<file path="src/rtl/line_engine_arbiter_pkg.sv">
// Shared types and constants for the line-engine arbiter slice.
// Build option: LINE_ARB_TIMEOUT_EN enables the DRAW watchdog and the ABORT path.
package line_arb_pkg;

  localparam int MAX_REQ     = 4;
  localparam int IDX_W       = 2;   // enough to index MAX_REQ requesters
  localparam int TMO_W       = 16;
  localparam int COORD_MAX_W = 16;

  typedef enum logic [1:0] {
    ST_IDLE  = 2'd0,
    ST_DRAW  = 2'd1,
    ST_GAP   = 2'd2,
    ST_ABORT = 2'd3
  } arb_state_t;

  // Held at the widest legal coordinate; the top narrows it to COORD_W on output.
  typedef struct packed {
    logic [COORD_MAX_W-1:0] x0;
    logic [COORD_MAX_W-1:0] y0;
    logic [COORD_MAX_W-1:0] x1;
    logic [COORD_MAX_W-1:0] y1;
  } seg_t;

endpackage

</file>
<file path="src/rtl/line_engine_arbiter_if.sv">
// Requester and engine-side signals of the line-engine arbiter.
// master = the arbiter itself, slave = requesters plus engine.
interface line_engine_arbiter_if #(
  parameter int NUM_REQ = 2,
  parameter int COORD_W = 8
);

  logic [NUM_REQ-1:0]           req;
  logic [NUM_REQ*4*COORD_W-1:0] req_coords;
  logic [NUM_REQ-1:0]           grant;
  logic [NUM_REQ-1:0]           done;
  logic                         eng_draw_en;
  logic [COORD_W-1:0]           eng_x0;
  logic [COORD_W-1:0]           eng_y0;
  logic [COORD_W-1:0]           eng_x1;
  logic [COORD_W-1:0]           eng_y1;
  logic                         eng_draw_done;
  logic                         busy;
  logic                         err;

  modport master (
    input  req, req_coords, eng_draw_done,
    output grant, done, eng_draw_en, eng_x0, eng_y0, eng_x1, eng_y1, busy, err
  );

  modport slave (
    output req, req_coords, eng_draw_done,
    input  grant, done, eng_draw_en, eng_x0, eng_y0, eng_x1, eng_y1, busy, err
  );

endinterface

</file>
<file path="src/rtl/line_engine_arbiter_rr_picker.sv">
// Combinational round-robin search: first set request at ptr, ptr+1, ... mod NUM_REQ.
module rr_picker
  import line_arb_pkg::*;
#(
  parameter int NUM_REQ = 2
) (
  input  logic [NUM_REQ-1:0] i_req,
  input  logic [IDX_W-1:0]   i_ptr,
  output logic               o_valid,
  output logic [IDX_W-1:0]   o_winner
);

  logic [MAX_REQ-1:0] w_req;
  logic [IDX_W-1:0]   w_idx;

  assign w_req = MAX_REQ'(i_req);

  // Scan farthest-first so the nearest set bit to ptr is the last one written.
  always_comb begin
    o_valid  = 1'b0;
    o_winner = '0;
    w_idx    = '0;
    for (int i = NUM_REQ - 1; i >= 0; i--) begin
      w_idx = IDX_W'((int'(i_ptr) + i) % NUM_REQ);
      if (w_req[w_idx]) begin
        o_valid  = 1'b1;
        o_winner = w_idx;
      end
    end
  end

endmodule

</file>
<file path="src/rtl/line_engine_arbiter.sv">
// Round-robin owner of the shared Bresenham engine: latch one segment, draw it, pulse done.
// Build option: LINE_ARB_TIMEOUT_EN adds a DRAW watchdog, the ABORT state and the sticky err flag.
module line_engine_arbiter
  import line_arb_pkg::*;
#(
  parameter int NUM_REQ        = 2,
  parameter int COORD_W        = 8,
  parameter int TIMEOUT_CYCLES = 65535
) (
  input logic                   clk,
  input logic                   n_rst,
  line_engine_arbiter_if.master arb
);

  if (NUM_REQ < 2 || NUM_REQ > MAX_REQ || COORD_W < 1 || COORD_W > COORD_MAX_W ||
      TIMEOUT_CYCLES < 1 || TIMEOUT_CYCLES > 65535) begin : g_bad_cfg
    $error("line_engine_arbiter: illegal parameter set");
  end

  arb_state_t           r_state;
  arb_state_t           w_state_nxt;
  logic [IDX_W-1:0]     r_ptr;
  logic [IDX_W-1:0]     r_sel;
  logic [IDX_W-1:0]     w_win;
  logic [IDX_W-1:0]     w_ptr_nxt;
  logic                 w_valid;
  logic                 w_drawing;
  logic                 w_retire;
  logic                 w_accept;
  logic [4*COORD_W-1:0] w_slice;
  seg_t                 r_seg;

  rr_picker #(.NUM_REQ(NUM_REQ)) u_picker (
    .i_req    (arb.req),
    .i_ptr    (r_ptr),
    .o_valid  (w_valid),
    .o_winner (w_win)
  );

  always_comb begin
    w_slice = '0;
    for (int i = 0; i < NUM_REQ; i++) begin
      if (w_win == IDX_W'(i)) w_slice = arb.req_coords[i*4*COORD_W +: 4*COORD_W];
    end
  end

`ifdef LINE_ARB_TIMEOUT_EN
  logic [TMO_W-1:0] r_cnt;
  logic             r_err;
  logic             w_tmo;

  // r_cnt holds the number of DRAW cycles already completed for this segment.
  assign w_tmo   = (r_cnt == TMO_W'(TIMEOUT_CYCLES - 1));
  assign arb.err = r_err;

  always_ff @(posedge clk or negedge n_rst) begin
    if (!n_rst) begin
      r_cnt <= '0;
      r_err <= 1'b0;
    end else begin
      if (w_accept)                r_cnt <= '0;
      else if (r_state == ST_DRAW) r_cnt <= r_cnt + 1'b1;
      if (r_state == ST_ABORT)     r_err <= 1'b1;
    end
  end
`else
  assign arb.err = 1'b0;
`endif

  always_ff @(posedge clk or negedge n_rst) begin
    if (!n_rst) r_state <= ST_IDLE;
    else        r_state <= w_state_nxt;
  end

  always_comb begin
    w_state_nxt = r_state;
    case (r_state)
      ST_IDLE: begin
        if (w_valid) w_state_nxt = ST_DRAW;
      end
      ST_DRAW: begin
        if (arb.eng_draw_done) w_state_nxt = ST_GAP;
`ifdef LINE_ARB_TIMEOUT_EN
        else if (w_tmo) w_state_nxt = ST_ABORT;
`endif
      end
      ST_GAP:   w_state_nxt = ST_IDLE;
      ST_ABORT: w_state_nxt = ST_IDLE;
      default:  w_state_nxt = ST_IDLE;
    endcase
  end

  assign w_accept  = (r_state == ST_IDLE) && w_valid;
  assign w_drawing = (r_state == ST_DRAW);
  assign w_retire  = (r_state == ST_GAP) || (r_state == ST_ABORT);
  assign w_ptr_nxt = (r_sel == IDX_W'(NUM_REQ - 1)) ? '0 : r_sel + 1'b1;

  always_ff @(posedge clk or negedge n_rst) begin
    if (!n_rst) begin
      r_ptr <= '0;
      r_sel <= '0;
      r_seg <= '0;
    end else begin
      if (w_accept) begin
        r_sel    <= w_win;
        r_seg.x0 <= COORD_MAX_W'(w_slice[0*COORD_W +: COORD_W]);
        r_seg.y0 <= COORD_MAX_W'(w_slice[1*COORD_W +: COORD_W]);
        r_seg.x1 <= COORD_MAX_W'(w_slice[2*COORD_W +: COORD_W]);
        r_seg.y1 <= COORD_MAX_W'(w_slice[3*COORD_W +: COORD_W]);
      end
      if (w_retire) r_ptr <= w_ptr_nxt;
    end
  end

  // Outputs decode straight from state so reset drops them without waiting for a clock.
  always_comb begin
    arb.grant = '0;
    arb.done  = '0;
    for (int i = 0; i < NUM_REQ; i++) begin
      arb.grant[i] = w_drawing && (r_sel == IDX_W'(i));
      arb.done[i]  = w_retire  && (r_sel == IDX_W'(i));
    end
  end

  assign arb.eng_draw_en = w_drawing;
  assign arb.eng_x0      = w_drawing ? COORD_W'(r_seg.x0) : '0;
  assign arb.eng_y0      = w_drawing ? COORD_W'(r_seg.y0) : '0;
  assign arb.eng_x1      = w_drawing ? COORD_W'(r_seg.x1) : '0;
  assign arb.eng_y1      = w_drawing ? COORD_W'(r_seg.y1) : '0;
  assign arb.busy        = (r_state != ST_IDLE);

endmodule

</file>
<file path="src/flat_wrapper.sv">
// flat-port wrapper written by rule: the top's interface ports become plain ports
module line_engine_arbiter_flat import line_arb_pkg::*;
#(
  parameter int NUM_REQ        = 2,
  parameter int COORD_W        = 8,
  parameter int TIMEOUT_CYCLES = 65535
)
  (clk, n_rst, arb_req, arb_req_coords, arb_eng_draw_done, arb_grant, arb_done, arb_eng_draw_en, arb_eng_x0, arb_eng_y0, arb_eng_x1, arb_eng_y1, arb_busy, arb_err);
  line_engine_arbiter_if #(.NUM_REQ(NUM_REQ), .COORD_W(COORD_W)) arb_i ();
  input logic clk;
  input logic n_rst;
  input wire logic [$bits(arb_i.req)-1:0] arb_req;
  input wire logic [$bits(arb_i.req_coords)-1:0] arb_req_coords;
  input wire logic [$bits(arb_i.eng_draw_done)-1:0] arb_eng_draw_done;
  output wire logic [$bits(arb_i.grant)-1:0] arb_grant;
  output wire logic [$bits(arb_i.done)-1:0] arb_done;
  output wire logic [$bits(arb_i.eng_draw_en)-1:0] arb_eng_draw_en;
  output wire logic [$bits(arb_i.eng_x0)-1:0] arb_eng_x0;
  output wire logic [$bits(arb_i.eng_y0)-1:0] arb_eng_y0;
  output wire logic [$bits(arb_i.eng_x1)-1:0] arb_eng_x1;
  output wire logic [$bits(arb_i.eng_y1)-1:0] arb_eng_y1;
  output wire logic [$bits(arb_i.busy)-1:0] arb_busy;
  output wire logic [$bits(arb_i.err)-1:0] arb_err;
  assign arb_i.req = arb_req;
  assign arb_i.req_coords = arb_req_coords;
  assign arb_i.eng_draw_done = arb_eng_draw_done;
  assign arb_grant = arb_i.grant;
  assign arb_done = arb_i.done;
  assign arb_eng_draw_en = arb_i.eng_draw_en;
  assign arb_eng_x0 = arb_i.eng_x0;
  assign arb_eng_y0 = arb_i.eng_y0;
  assign arb_eng_x1 = arb_i.eng_x1;
  assign arb_eng_y1 = arb_i.eng_y1;
  assign arb_busy = arb_i.busy;
  assign arb_err = arb_i.err;
  line_engine_arbiter #(.NUM_REQ(NUM_REQ), .COORD_W(COORD_W), .TIMEOUT_CYCLES(TIMEOUT_CYCLES)) u_core (.clk(clk), .n_rst(n_rst), .arb(arb_i));
endmodule
</file>
<file path="config.mk">
export PLATFORM = sky130hd
export DESIGN_NAME = line_engine_arbiter_flat
export DESIGN_NICKNAME = d
export VERILOG_FILES = /design/src/rtl/line_engine_arbiter_pkg.sv /design/src/rtl/line_engine_arbiter_if.sv /design/src/rtl/line_engine_arbiter_rr_picker.sv /design/src/rtl/line_engine_arbiter.sv /design/src/flat_wrapper.sv
export SDC_FILE = /design/constraint.sdc
export NUM_CORES = 1
export LEC_CHECK = 0
export CORE_MARGIN = 4
export CORE_UTILIZATION = 41
export DETAILED_ROUTE_END_ITERATION = 8
export PLACE_DENSITY = 0.87
export SYNTH_ARGS = -nofsm -noshare
export SYNTH_HDL_FRONTEND = slang
export SYNTH_SLANG_ARGS = --single-unit
</file>
<file path="constraint.sdc">
create_clock -name clk -period 1.6 [get_ports clk]
set_input_delay 0.32 -clock clk [delete_from_list [all_inputs] [get_ports clk]]
set_output_delay 0.32 -clock clk [all_outputs]
set_load 0.01 [all_outputs]
</file>
==> results_dict.tcl, run 1 <==
set metrics [dict create \
    multi_input_area_mm2 0.001234 \
    wirelength_um 7510 \
    cts_hold_buf 0 \
    drc 0 \
    ys_types 20 \
    crit_path_max_incr_delay_ps 390 \
    syn_inst 246 \
    dpl.hpwl_um 5168 \
    placed_cell_area_mm2 0.003478 \
    path_clk_slew_ps 70 \
    end_kind "output pin" \
    cp_cell_sequence "nand2b_4 -> inv_6 -> buf_6 -> buf_6 -> and2_4 -> buf_6" \
    synth_fp_nets 315 \
    first_pass_iters 4 \
    rsz0062_at_grt "yes" \
    core-area_mm2 0.005172 \
    rr_endpoint "u_core.r_seg[51]$_DFFE_PN0P_" \
    p_sw_frac 0.3801 \
    cellPowerDensity_mw_per_mm2 1773 \
    grt.busiest_layer "met2" \
    antenna_cells 0 \
    insertion_delay_ps 290 \
    r2r_cells 6 \
    yosys.area.top_type_share 0.4043 \
    layout_setup_ws_ps -91.40 \
    grt_overflow 0 \
    cp_data_required_time_ps 1280 \
    finalInstanceArea_mm2 0.003699 \
    path_max_fanout 8 \
    cts_tree "built" \
    pwr-share-clk 0.102 \
    yosys-top-cells-area "dfrtp_1, a31oi_2, and2_1, nand3_1, a21oi_1" \
    grt_pass1_wl_um 11230 \
    antenna_left 0 \
    crit_path_start_kind "flop" \
    cp.arrival_ps 1370 \
    cts_made_buffers 5 \
    cts_root_buffer "clkbuf_8" \
    hp-class "in -> async" \
    fmax_mhz 591.2 \
    status "finished, violations left" \
    start_util 0.4308 \
    maxCapViolCount 0 \
    pwr-share-seq 0.252 \
    layout-drive-gt1-share 0.3671 \
    crit_slowest_cell "dfrtp_1" \
    regArea_um2 900.9 \
    avgSynthCellArea_um2 9.058 \
    antenna_found_initial 0 \
    vias_per_cell 5.402 \
    dieArea_mm2 0.006679 \
    syn_to_final_growth_pct 65.97 \
    use_met1 0.2694 \
    worst_path_most_repeated_cell "buf_6" \
    whs_ps 61.78 \
    final_nets 433 \
    num_io_pins 108 \
    synth_common_cells "dfrtp_1, and2_1, nand3_1" \
    clkSinkCount 36 \
    violations "setup timing" \
    ys_warn_count 0 \
    p_sw_mw 2.493 \
    setup_viol 33 \
    clk_path_buf_depth 2 \
    hold_viol 0 \
    timing.rr.start "u_core.r_state[0]$_DFFE_PN0P_" \
    global_route.usage.met2 0.3861 \
    synth_top_area_cell "dfrtp_1" \
    synthArstFlopShare 1.000 \
    die_h_um 81.73 \
    reg2reg_slack_ps 50 \
    initialDrtViolationCount 245 \
    skew_ps 3.852 \
    ys.flop_type "dfrtp_1" \
    post-route-min-period_ps 1691 \
    ir_drop_v 0.0007751 \
    combPwrFrac 0.646 \
    grtUsageMet3 0.04715 \
    synth_edf_count 0 \
    gp_congestion 0.8187 \
    yosysSeqAreaShare 0.4043 \
    fill_cells 372 \
    fin_crit_sh 1.057 \
    port_buffers 106 \
    slew_viol_final 0 \
    worstSetupPathType "reg -> out" \
    grt_use_total 0.2226 \
    std_cell_rows 26 \
    p_int_mw 4.066 \
    grt_max_degree 37 \
    leakagePower_nw 1.512 \
    fp.dieW_um 81.73 \
    vias 2350 \
    h-tree-depth 2 \
    synth_area_mm2 0.002228 \
    synth_seq_cells 36 \
    yosysMostFrequentCell "dfrtp_1" \
    wl_per_cell_um 17.26 \
    grt_pass1_vias 2276 \
]
## stage by stage
step           std cells  utilization  setup TNS, ps  worst slack [ps]  power (mW)
2_1_floorplan        246            -              0             116.6       3.535
3_3_place_gp         420       0.6725          -6540            -158.1       5.228
3_5_place_dp         420       0.6725          -8042            -193.8       5.329
4_1_cts              436       0.7039         -841.5            -94.02       6.335
5_1_grt              435       0.7150          -2621            -143.0       6.942
6_report             435       0.7150         -827.3            -91.40       6.559
## routing by layer
| layer | share of wire | up-vias | wire (µm) |
|---|---|---|---|
| li1 | - | 1111 | - |
| met1 | 0.38 | 1115 | 2851 |
| met2 | 0.52 | 116 | 3875 |
| met3 | 0.093 | 8 | 697 |
| met4 | 0.011 | 0 | 86 |
| met5 | 0 | - | 0 |
## cell families after synthesis
kind of cell / count (synthesis) / share of synthesized area
other: 1 / 0.001683
and+or+nand+nor: 78 / 0.1960
AOI/OAI and AO/OA: 98 / 0.3234
DFF: 36 / 0.4043
buffers and inverters: 33 / 0.07467
## worst max-delay path: cells and delay by family (launching register included)
family	cells	cell delay, ps
buffers and inverters	4	390
DFF	1	390
and+or+nand+nor	2	290
## how the worst max path moves through the flow
stage                             startpoint       endpoint  depth (start not counted)
5_1_grt        u_core.r_state[1]$_DFFE_PN0P_  arb_eng_x1[3]                          6
2_1_floorplan  u_core.r_state[1]$_DFFE_PN0P_  arb_eng_x0[0]                          4
4_1_cts        u_core.r_state[0]$_DFFE_PN0P_  arb_eng_y1[6]                          6
3_3_place_gp   u_core.r_state[1]$_DFFE_PN0P_  arb_eng_x1[5]                          5
6_report       u_core.r_state[1]$_DFFE_PN0P_  arb_eng_y1[1]                          6
3_5_place_dp   u_core.r_state[1]$_DFFE_PN0P_  arb_eng_x1[2]                          5
## power by group through the flow
| stage | Combinational (mW) | Sequential (mW) | Clock (mW) |
|---|---|---|---|
| 2_1_floorplan | 2.00 | 1.53 | 0 |
| 3_3_place_gp | 3.63 | 1.60 | 0 |
| 3_5_place_dp | 3.71 | 1.62 | 0 |
| 4_1_cts | 4.03 | 1.63 | 0.678 |
| 5_1_grt | 4.52 | 1.70 | 0.719 |
| 6_report | 4.24 | 1.65 | 0.668 |
## final cells by class
| class | count | share of cell area |
|---|---|---|
| flip-flops and latches | 36 | 0.2436 |
| multi-input cells | 177 | 0.3336 |
| clock buffers | 8 | 0.02436 |
| inverters | 4 | 0.005413 |
| repair buffers | 140 | 0.3694 |
| well taps | 70 | 0.02368 |
## what timing repair did
item,4_1_cts,5_1_grt
pin swaps,11,16
setup buffers,6,0
endpoints found under the setup margin,60,41
gates cloned,2,0
gates resized for setup,188,22
## cell usage in the layout, fill, tap and decap left out, types with 2 or more instances in the layout
cell type | netlist | routed
a31oi_2 | 30 | 30
and2_4 | 1 | 23
and2_1 | 34 | 12
clkdlybuf4s15_1 | 0 | 2
clkbuf_2 | 0 | 2
buf_6 | 5 | 32
buf_12 | 0 | 4
a21oi_1 | 32 | 32
nor2_1 | 5 | 4
o21ai_0 | 32 | 32
dfrtp_1 | 36 | 36
a31oi_1 | 2 | 2
clkbuf_8 | 0 | 6
nand3_1 | 33 | 33
buf_4 | 1 | 20
inv_1 | 4 | 3
buf_2 | 1 | 12
clkdlybuf4s50_1 | 0 | 67
clkbuf_1 | 22 | 2
## sequential cells by signal, indices dropped and copies added, names as in the netlist
signal,flops
u_core.r_ptr,1
u_core.r_state,2
u_core.r_sel,1
u_core.r_seg,32
Power figures use the tool's default switching activity.
==> inputs of run 2 (changes only) <==
CORE_MARGIN = 2   (was 4)
==> results_dict.tcl, run 2 (same netlist as run 1, synthesis figures left out) <==
set metrics [dict create \
    status "finished, violations left" \
    violations "setup timing" \
    path_clk_slew_ps 70 \
    fmax_mhz 595.5 \
    rr_endpoint "u_core.r_seg[55]$_DFFE_PN0P_" \
    fill_cells 364 \
    post-route-min-period_ps 1679 \
    layout_commonest_cell "clkdlybuf4s50_1" \
    antenna_found_initial 0 \
    post-route-util 0.7228 \
    grt_max_degree 29 \
    ir_drop_v 0.0009250 \
    die_h_um 77.73 \
    top_regs "u_core.r_seg: 32 flops, u_core.r_state: 2 flops" \
    gp_congestion 0.8183 \
    clkSinkCount 36 \
    timing.rr.start "u_core.r_state[0]$_DFFE_PN0P_" \
    vias 2340 \
    grt_pass1_vias 2376 \
    cellPowerDensity_mw_per_mm2 1783 \
    slew_viol_final 0 \
    h-tree-depth 2 \
    tns_ps -2137 \
    total_power_mw 6.665 \
    core-area_mm2 0.005172 \
    path_max_fanout 7 \
    start_util 0.4308 \
    end_kind "output pin" \
    dieArea_mm2 0.006041 \
    cp_data_required_time_ps 1280 \
    crit_path_start_kind "flop" \
    cp_cell_sequence "nand2b_4 -> inv_8 -> clkbuf_16 -> and2_4 -> buf_6" \
    num_io_pins 108 \
    wl_per_cell_um 17.78 \
    antenna_cells 0 \
    antenna_left 0 \
    clk_path_buf_depth 2 \
    insertion_delay_ps 280 \
    grt_pass1_wl_um 11230 \
    syn_to_final_growth_pct 67.77 \
    final_nets 427 \
    cts_made_buffers 5 \
    largest_register_ffs 32 \
    std_cell_rows 26 \
    fp.dieW_um 77.73 \
    grt_overflow 0 \
    maxCapViolCount 0 \
    multi_input_area_mm2 0.001246 \
    leakagePower_nw 1.518 \
    initialDrtViolationCount 140 \
    cts_root_buffer "clkbuf_8" \
    cp.arrival_ps 1360 \
    first_pass_iters 5 \
    layout_setup_ws_ps -79.30 \
    cts_tree "built" \
    reg2reg_slack_ps 50 \
    path_delay_family "flip-flops" \
    worstSetupPathType "reg -> out" \
    grt_use_total 0.2358 \
    drc 0 \
    regArea_um2 900.9 \
    crit_path_max_incr_delay_ps 410 \
    fin_crit_sh 1.050 \
    wirelength_um 7608 \
    r2r_cells 6 \
    skew_ps 4.302 \
    crit_slowest_cell "dfrtp_1" \
    dpl.hpwl_um 5246 \
    port_buffers 106 \
    setup_viol 34 \
    layout-drive-gt1-share 0.3687 \
    cp_num_buf_inv 3 \
    hold_viol 0 \
    regMostFlops "u_core.r_seg" \
    vias_per_cell 5.467 \
    hp-class "in -> async" \
    final_cell_mix "clkdlybuf4s50_1, dfrtp_1, nand3_1, o21ai_0, a21oi_1" \
    rsz0062_at_grt "yes" \
]
[run 2: where the power goes]
group | internal [mW] | switching (mW) | leakage [nW]
clock | 0.383 | 0.299 | 0.0503
combinational | 2.38 | 1.91 | 1.06
sequential | 1.37 | 0.321 | 0.405
[run 2: worst register-to-register path: cells and delay by family, from the launching register on]
kind | cells | cell delay (ps)
flip-flops | 1 | 430
buffers and inverters | 3 | 540
AO/OA/AOI/OAI | 1 | 100
AND/OR/NAND/NOR | 2 | 370
[run 2: layer usage]
layer,vias up,share of wire,track usage
met1,1121,0.36,0.2756
met2,98,0.56,0.4129
li1,1098,-,-
met3,23,0.046,0.03256
met5,-,0,0
met4,0,0.038,0.1321
[run 2: per-stage QoR]
step | worst slack (ps) | instance area, µm² | std cells | hold WS (ps)
2_1_floorplan | 116.6 | 2228 | 246 | 24.41
3_3_place_gp | -157.2 | 3493 | 417 | 267.4
3_5_place_dp | -186.4 | 3493 | 417 | 273.6
4_1_cts | -121.9 | 3452 | 425 | 506.0
5_1_grt | -115.8 | 3739 | 428 | 538.4
6_report | -79.30 | 3739 | 428 | 494.3
[run 2: worst max path at each step]
stage / startpoint / end / slack (ps) / depth (start not counted)
2_1_floorplan: u_core.r_state[1]$_DFFE_PN0P_ / arb_eng_x0[0] / 120 / 4
3_3_place_gp: u_core.r_state[1]$_DFFE_PN0P_ / arb_eng_y1[4] / -160 / 5
3_5_place_dp: u_core.r_state[1]$_DFFE_PN0P_ / arb_eng_x0[6] / -190 / 5
4_1_cts: u_core.r_state[1]$_DFFE_PN0P_ / arb_eng_x1[0] / -120 / 5
5_1_grt: u_core.r_state[1]$_DFFE_PN0P_ / arb_eng_draw_en / -120 / 4
6_report: u_core.r_state[1]$_DFFE_PN0P_ / arb_eng_y0[3] / -80 / 5
[run 2: final cells by class]
| type | count | area share |
|---|---|---|
| Multi-Input combinational cell | 177 | 0.3333 |
| Tap cell | 70 | 0.02343 |
| Timing Repair Buffer | 134 | 0.3705 |
| Clock buffer | 7 | 0.02577 |
| Sequential cell | 36 | 0.2410 |
| Inverter | 4 | 0.006024 |
[run 2: what timing repair did]
item | 4_1_cts | 5_1_grt
pin swaps | 4 | 19
hold endpoints to repair | 16 | 0
setup endpoints to repair | 38 | 68
buffers inserted | 0 | 0
gates cloned | 0 | 3
hold buffers | 1 | 0
gates resized for setup | 139 | 66
==> inputs of run 3 (changes only) <==
CORE_UTILIZATION = 40   (was 41)
PLACE_DENSITY = 0.85   (was 0.87)
==> results_dict.tcl, run 3 (same netlist as run 1, synthesis figures left out) <==
set metrics [dict create \
    status "finished, violations left" \
    violations "setup timing" \
    insertion_delay_ps 280 \
    layout-drive-gt1-share 0.3343 \
    die_h_um 78.64 \
    cp_cell_sequence "nand2b_4 -> inv_4 -> buf_6 -> buf_4 -> and2_4 -> buf_6" \
    combPwrFrac 0.615 \
    cts_made_buffers 5 \
    pwr-share-clk 0.109 \
    cellPowerDensity_mw_per_mm2 1685 \
    leakagePower_nw 1.431 \
    pwr-share-seq 0.276 \
    worstSetupPathType "reg -> out" \
    top_regs "u_core.r_seg: 32 flops, u_core.r_state: 2 flops" \
    end_kind "output pin" \
    clk_path_buf_depth 2 \
    port_buffers 106 \
    start_util 0.4097 \
    crit_path_max_incr_delay_ps 380 \
    cp.arrival_ps 1360 \
    maxCapViolCount 0 \
    gp_congestion 0.7930 \
    drc 0 \
    fmax_mhz 596.8 \
    p_sw_mw 2.364 \
    initialDrtViolationCount 105 \
    largest_register_ffs 32 \
    cp_data_required_time_ps 1280 \
    placed_cell_area_mm2 0.003388 \
    dpl.hpwl_um 4593 \
    regMostFlops "u_core.r_seg" \
    syn_to_final_growth_pct 58.79 \
    fill_cells 471 \
    num_io_pins 108 \
    wirelength_um 6849 \
    antenna_left 0 \
    hp-class "in -> async" \
    fin_crit_sh 1.047 \
    crit_slowest_cell "dfrtp_1" \
    vias 2282 \
    cts_root_buffer "clkbuf_8" \
    setup_viol 17 \
    h-tree-depth 2 \
    rsz0062_at_grt "yes" \
    worst_path_most_repeated_cell "buf_6" \
    post-route-min-period_ps 1676 \
    layout_setup_ws_ps -75.64 \
    multi_input_area_mm2 0.001259 \
    clkSinkCount 36 \
    final_nets 424 \
    dieArea_mm2 0.006184 \
    grt_use_total 0.2217 \
    wl_per_cell_um 16.00 \
    regArea_um2 900.9 \
    grt_pass1_wl_um 10720 \
    std_cell_rows 27 \
    hold_viol 0 \
    path_clk_slew_ps 70 \
    grt_overflow 0 \
    first_pass_iters 4 \
    cts_tree "built" \
    crit_path_start_kind "flop" \
    p_int_mw 3.599 \
    finalInstanceArea_mm2 0.003538 \
    core-area_mm2 0.005439 \
    final_cell_mix "clkdlybuf4s50_1, dfrtp_1, nand3_1, o21ai_0, a31oi_2" \
    grt_pass1_vias 2344 \
    fp.dieW_um 78.64 \
    slew_viol_final 0 \
    skew_ps 4.315 \
    ir_drop_v 0.0008991 \
    antenna_found_initial 0 \
    vias_per_cell 5.332 \
    whs_ps 515.0 \
    path_max_fanout 9 \
    p_sw_frac 0.3965 \
    grt_max_degree 33 \
    layout_commonest_cell "clkdlybuf4s50_1" \
    antenna_cells 0 \
]
==> run 3: path summary, 6_finish.rpt <==
kind | end | slack (ps) | depth (start not counted) | startpoint
min in group clk | u_core.r_seg[2]$_DFFE_PN0P_ | 550 | 2 | u_core.r_seg[2]$_DFFE_PN0P_
max in group asynchronous | u_core.r_seg[52]$_DFFE_PN0P_ | 630 | 3 | n_rst
max | arb_eng_y1[1] | -80 | 6 | u_core.r_state[1]$_DFFE_PN0P_
max reg2reg | u_core.r_seg[38]$_DFFE_PN0P_ | 180 | 5 | u_core.r_state[0]$_DFFE_PN0P_
min reg2reg | u_core.r_seg[2]$_DFFE_PN0P_ | 550 | 2 | u_core.r_seg[2]$_DFFE_PN0P_
min | u_core.r_seg[16]$_DFFE_PN0P_ | 520 | 2 | n_rst
==> run 3: timing repair <==
action / 4_1_cts / 5_1_grt
setup buffers: 2 / 0
resized for setup: 161 / 29
pin swaps: 1 / 7
gates cloned: 3 / 1
endpoints found under the setup margin: 70 / 68
hold buffers: 1 / 0
endpoints found under the hold margin: 17 / 0
==> run 3: layout make-up <==
class | count | share of cell area
Clock buffer | 8 | 0.02546
Inverter | 4 | 0.004951
Multi-Input combinational cell | 179 | 0.3557
Sequential cell | 36 | 0.2546
Tap cell | 72 | 0.02546
Timing Repair Buffer | 129 | 0.3338
==> run 3: power by group through the flow <==
stage / logic, mW / registers [mW] / clock network [mW]
floorplan: 2.00 / 1.53 / 0
global placement: 3.41 / 1.57 / 0
detailed placement: 3.50 / 1.61 / 0
CTS: 3.40 / 1.61 / 0.664
global route: 3.97 / 1.70 / 0.703
finish: 3.67 / 1.65 / 0.648
==> run 3: layer usage <==
metal,up-vias,share of wire,track usage
met1,1100,0.41,0.2582
met5,-,0,0
met4,0,0.014,0.08421
li1,1094,-,-
met3,8,0.055,0.04023
met2,80,0.52,0.4017
==> run 3: through the flow <==
step	setup slack (ps)	TNS, ps	total power [mW]	util	instances
finish	-75.64	-612.9	5.963	0.6506	428
global route	-124.2	-2242	6.377	0.6506	428
CTS	-85.44	-940.3	5.672	0.6310	427
detailed placement	-587.6	-24500	5.108	0.6230	413
global placement	-501.0	-21440	4.981	0.6230	413
floorplan	116.6	0	3.535	-	246
==> run 3: critical path: cells and delay by family (launching register included) <==
family,cells,cell delay [ps]
buffers and inverters,4,400
flip-flops,1,380
AND/OR/NAND/NOR,2,290
